[config.mk]
export PLATFORM = sky130hd
export DESIGN_NAME = seq_mult
export DESIGN_NICKNAME = d
export VERILOG_FILES = /design/src/rtl/seq_mult_pkg.sv /design/src/rtl/seq_mult.sv
export SDC_FILE = /design/constraint.sdc
export NUM_CORES = 1
export LEC_CHECK = 0
export BUFFER_PORTS_ARGS = -buffer_cell sky130_fd_sc_hd__buf_2
export CORE_MARGIN = 5
export CORE_UTILIZATION = 60
export DETAILED_ROUTE_END_ITERATION = 10
export PLACE_DENSITY = 0.94
export SYNTH_ARGS = -nofsm -noshare
export SYNTH_HDL_FRONTEND = slang
export SYNTH_SLANG_ARGS = --single-unit
[constraint.sdc]
create_clock -name clk -period 5.1 [get_ports clk]
set_input_delay 1.02 -clock clk [delete_from_list [all_inputs] [get_ports clk]]
set_output_delay 1.02 -clock clk [all_outputs]
set_load 0.02 [all_outputs]
[src/rtl/seq_mult_pkg.sv]
//------------------------------------------------------------------------------
// Module   : seq_mult_pkg
// Purpose  : State encoding and sizing helpers shared by the shift-add multiplier.
// Revision : 1.0 - initial release
//------------------------------------------------------------------------------
`default_nettype none

package seq_mult_pkg;

   localparam logic [0:0] S_IDLE = 1'b0;
   localparam logic [0:0] S_RUN  = 1'b1;

   // The counter must hold the terminal value WIDTH itself, not just WIDTH-1.
   function automatic int cnt_width(input int w);
      return $clog2(w + 1);
   endfunction

endpackage

`default_nettype wire

[src/rtl/seq_mult.sv]
//------------------------------------------------------------------------------
// Module   : seq_mult
// Purpose  : Sequential shift-add multiplier, signed/unsigned, one partial product per clock.
// Revision : 1.0 - initial release
//------------------------------------------------------------------------------
`default_nettype none

module seq_mult
   import seq_mult_pkg::*;
#(
   parameter int WIDTH = 4
) (
   input  logic               clk,
   input  logic               rst,
   input  logic               start,
   input  logic               is_signed,
   input  logic [WIDTH-1:0]   a,
   input  logic [WIDTH-1:0]   b,
   output logic               busy,
   output logic               done,
   output logic [2*WIDTH-1:0] p
);

   localparam int             CW     = cnt_width(WIDTH);
   localparam logic [CW-1:0]  c_last = CW'(WIDTH - 1);

   // Magnitude of the most-negative value is representable as an unsigned WIDTH-bit number.
   function automatic logic [WIDTH-1:0] mag(input logic [WIDTH-1:0] x, input logic sgn);
      return (sgn && x[WIDTH-1]) ? (~x + {{(WIDTH-1){1'b0}}, 1'b1}) : x;
   endfunction

   logic [0:0]         r_state;
   logic [CW-1:0]      r_cnt;
   logic [WIDTH-1:0]   r_mcand;
   logic [WIDTH-1:0]   r_mplier;
   logic [2*WIDTH-1:0] r_acc;
   logic               r_neg;
   logic               r_done;
   logic [2*WIDTH-1:0] r_p;

   logic [WIDTH-1:0]   w_addend;
   logic [WIDTH:0]     w_sum;
   logic [2*WIDTH-1:0] w_acc_next;
   logic [2*WIDTH-1:0] w_result;

   assign w_addend   = r_mplier[0] ? r_mcand : '0;
   assign w_sum      = {1'b0, r_acc[2*WIDTH-1:WIDTH]} + {1'b0, w_addend};
   // Carry-out lands in the top bit; the low half absorbs bits shifted out of the high half.
   assign w_acc_next = {w_sum, r_acc[WIDTH-1:1]};
   assign w_result   = r_neg ? (~w_acc_next + {{(2*WIDTH-1){1'b0}}, 1'b1}) : w_acc_next;

   always_ff @(posedge clk or negedge rst) begin
      if (!rst) begin
         r_state  <= S_IDLE;
         r_cnt    <= '0;
         r_mcand  <= '0;
         r_mplier <= '0;
         r_acc    <= '0;
         r_neg    <= 1'b0;
         r_done   <= 1'b0;
         r_p      <= '0;
      end else begin
         r_done <= 1'b0;
         case (r_state)
            S_IDLE: begin
               if (start) begin
                  r_mcand  <= mag(a, is_signed);
                  r_mplier <= mag(b, is_signed);
                  r_neg    <= is_signed & (a[WIDTH-1] ^ b[WIDTH-1]);
                  r_acc    <= '0;
                  r_cnt    <= '0;
                  r_state  <= S_RUN;
               end
            end
            S_RUN: begin
               r_acc    <= w_acc_next;
               r_mplier <= r_mplier >> 1;
               r_cnt    <= r_cnt + 1'b1;
               if (r_cnt == c_last) begin
                  r_p     <= w_result;
                  r_done  <= 1'b1;
                  r_state <= S_IDLE;
               end
            end
            default: r_state <= S_IDLE;
         endcase
      end
   end

   assign busy = (r_state == S_RUN);
   assign done = r_done;
   assign p    = r_p;

endmodule

`default_nettype wire

==> flow_summary.toml <==
[critical_path]
cp_max_fo = 5
path_cells = "and2_1 > ha_1 > fa_1 > or3_1 > or3_1 > or3b_1 > o211ai_1"
start_kind = "flip-flop"
crit_family = "simple AND/OR/NAND/NOR gates"
slowest_stage = "fa_1"
crit_arrival_ns = 2.87
crit_required_ns = 5.35
critPathKind = "flip-flop to flip-flop"
cpMostUsedCell = "or3_1"
crit_path_max_incr_delay_ns = 0.51
end_kind = "flip-flop"
cp_num_buf_inv = 0

[placement]
place_congestion = 0.781
port_buffers = 21
place_area_mm2 = 0.00166
place_ws_ns = 2.49
placed_cells = 205
place_hpwl_um = 2400

[finish]
stdcell_count = 212
stdcell_area_mm2 = 0.00172
num-fill-cells = 207
antenna_cells = 0
drive_gt1_share_pct = 16.5
nNetsFinal = 204
area_growth_pct = 11.4
layout_common_cells = "29 x nand2_1, 29 x dfrtp_1, 21 x buf_2"

[routing]
drt_iter0_drc = 42
drc = 0
drtPass1Iterations = 4
vias_per_cell = 5.83
wl_um = 3120
via_count = 1235
postRouteAntennaNets = 0
wl_per_cell_um = 14.7

[sta]
drv_slew = 0
fmax_ghz = 0.383
setup_viol = 0
worst_slew_pin_slew_ns = 0.621
hold_viol_final = 0
rsz0062_at_grt = "no"
tns_ns = 0
fin_hold_ws_ns = 0.487
slew_headroom_pct = 58.6
skew_ns = 0.00473
finalWorstSetupSlack_ns = 2.49
period_share_pct = 51.3
fin_crit_ns = 2.61

[synthesis]
syn_inst = 160
synth_nets = 182
ys_seq_area_share_pct = 47.0
synth_top_cell_by_area = "dfrtp_1"
syn_area_mm2 = 0.00154
syn_avg_cell_area_um2 = 9.64
ys_warn_count = 0
synth_cell_types = 32
yosys.area.top_type_share_pct = 47.0
ys_ff_latch = 29
synth_area_leaders = "dfrtp_1 47%, ha_1 7.3%, nand2_1 7.1%, o21ai_0 6.5%, o31ai_1 2.9%"

[floorplan]
die_x_um = 60.7
ioPinCount = 22
initial_core_util_pct = 62.3
die_area_mm2 = 0.00369
die_h_um = 60.7
rows = 18
core_mm2 = 0.00248

[grt]
grt-busiest-layer = "met2"
antenna_found_initial = 0
grt_pass1_vias = 1209
grt-ovfl-total = 0
gr-usage-met1_pct = 23.3
grt_max_degree = 30
track_usage_pct = 20.5
grt_pass1_wl_um = 5340
gr-usage-met3_pct = 5.32
met2_usage_pct = 35.1

[clock_network]
clock_sinks = 29
cts_setup_buffers = 0
root_buffer = "clkbuf_4"
htreeDepth = 2
cts_buffer_depth = 2
cts_tree = "done"
clk_pin_slew_ns = 0.09
cts_buffers = 5
cts_hold_buf = 0
cts_resized = 0
clk_latency_ns = 0.33

[power]
vdd_drop_max_v = 0.000305
p_per_area_mw_per_mm2 = 522
p_leak_nw = 0.908

[run]
max_cap_violations = 0

[hold_path]
min_path_type = "flip-flop to flip-flop"

[run_status]
status = "completed"
[registers in the layout, summed over array words and instances, names as in the netlist]
name / count
done: 1
busy: 1
p: 8
r_cnt: 3
r_neg: 1
r_mplier: 4
r_acc: 7
r_mcand: 4
[final cells by class]
cell class                      count  area, um^2  area share, %
Inverter                            9        33.8           1.97
Clock buffer                        7        55.1           3.20
Multi-Input combinational cell    116         761           44.3
Sequential cell                    29         726           42.2
Tap cell                           30        37.5           2.18
Timing Repair Buffer               21         105           6.12
[per-layer routing]
layer  up-vias  part of all wire (%)
li1        600                     -
met1       606                    41
met2        25                    52
met3         4                   5.8
met4         0                   1.2
met5         -                     0
[worst reg2reg max path: stages (launching register included)]
cell	delay, ns
dfrtp_1	0.41
and2_1	0.15
ha_1	0.21
fa_1	0.51
or3_1	0.38
or3_1	0.34
or3b_1	0.37
o211ai_1	0.16
[per-stage QoR]
stage          util, %  power (mW)
2_1_floorplan        -       0.653
3_3_place_gp      67.1       0.731
3_5_place_dp      67.1       0.764
4_1_cts           69.3       0.905
5_1_grt           69.3       0.969
6_report          69.3       0.897
[Yosys cell counts]
cell type / count
nand3_1: 4
fa_1: 1
a311oi_1: 1
buf_1: 1
mux2i_1: 3
nor2_1: 6
inv_1: 9
nor2b_1: 1
or3b_2: 1
or2_2: 1
and2_1: 5
xor2_1: 5
a22o_1: 5
and3_1: 1
o21ai_0: 20
dfrtp_1: 29
a21oi_1: 2
and4_1: 1
o22ai_1: 1
xnor2_1: 2
ha_1: 9
or3b_1: 1
xnor3_1: 1
o31ai_1: 6
a222oi_1: 1
a21o_1: 2
nand2_1: 29
nand2b_1: 1
a31o_2: 1
or3_1: 4
o211ai_1: 1
clkbuf_1: 5
[path summary, 6_finish.rpt]
check                              end  cells after the start  slack (ns)         from
max in group asynchronous  r_mplier[3]                      1        4.00          rst
min in group asynchronous         p[6]                      1        0.69          rst
max                               p[7]                      7        2.49  r_mplier[0]
min                         r_mcand[2]                      2        0.49   r_mcand[2]
min reg2reg                 r_mcand[2]                      2        0.49   r_mcand[2]
max reg2reg                       p[7]                      7        2.49  r_mplier[0]
[report_power, final]
| group | internal [mW] | total, mW | switching (mW) | leakage (nW) |
|---|---|---|---|---|
| logic | 0.156 | 0.361 | 0.205 | 0.498 |
| registers | 0.314 | 0.394 | 0.0796 | 0.379 |
| clock network | 0.0649 | 0.142 | 0.0774 | 0.0314 |
| total | 0.535 | 0.897 | 0.362 | 0.908 |
[cells by family (layout without fill, tap and decap cells)]
group / after synthesis / after routing / synth area share, %
AOI/OAI and AO/OA: 40 / 40 / 16.5
and+or+nand+nor: 55 / 55 / 16.8
DFF: 29 / 29 / 47.0
muxes: 3 / 3 / 1.95
adders and majority gates: 10 / 10 / 8.60
buffers and inverters: 15 / 37 / 3.65
xor gates and xnor gates: 8 / 8 / 5.43
Power figures use the tool's default switching activity.
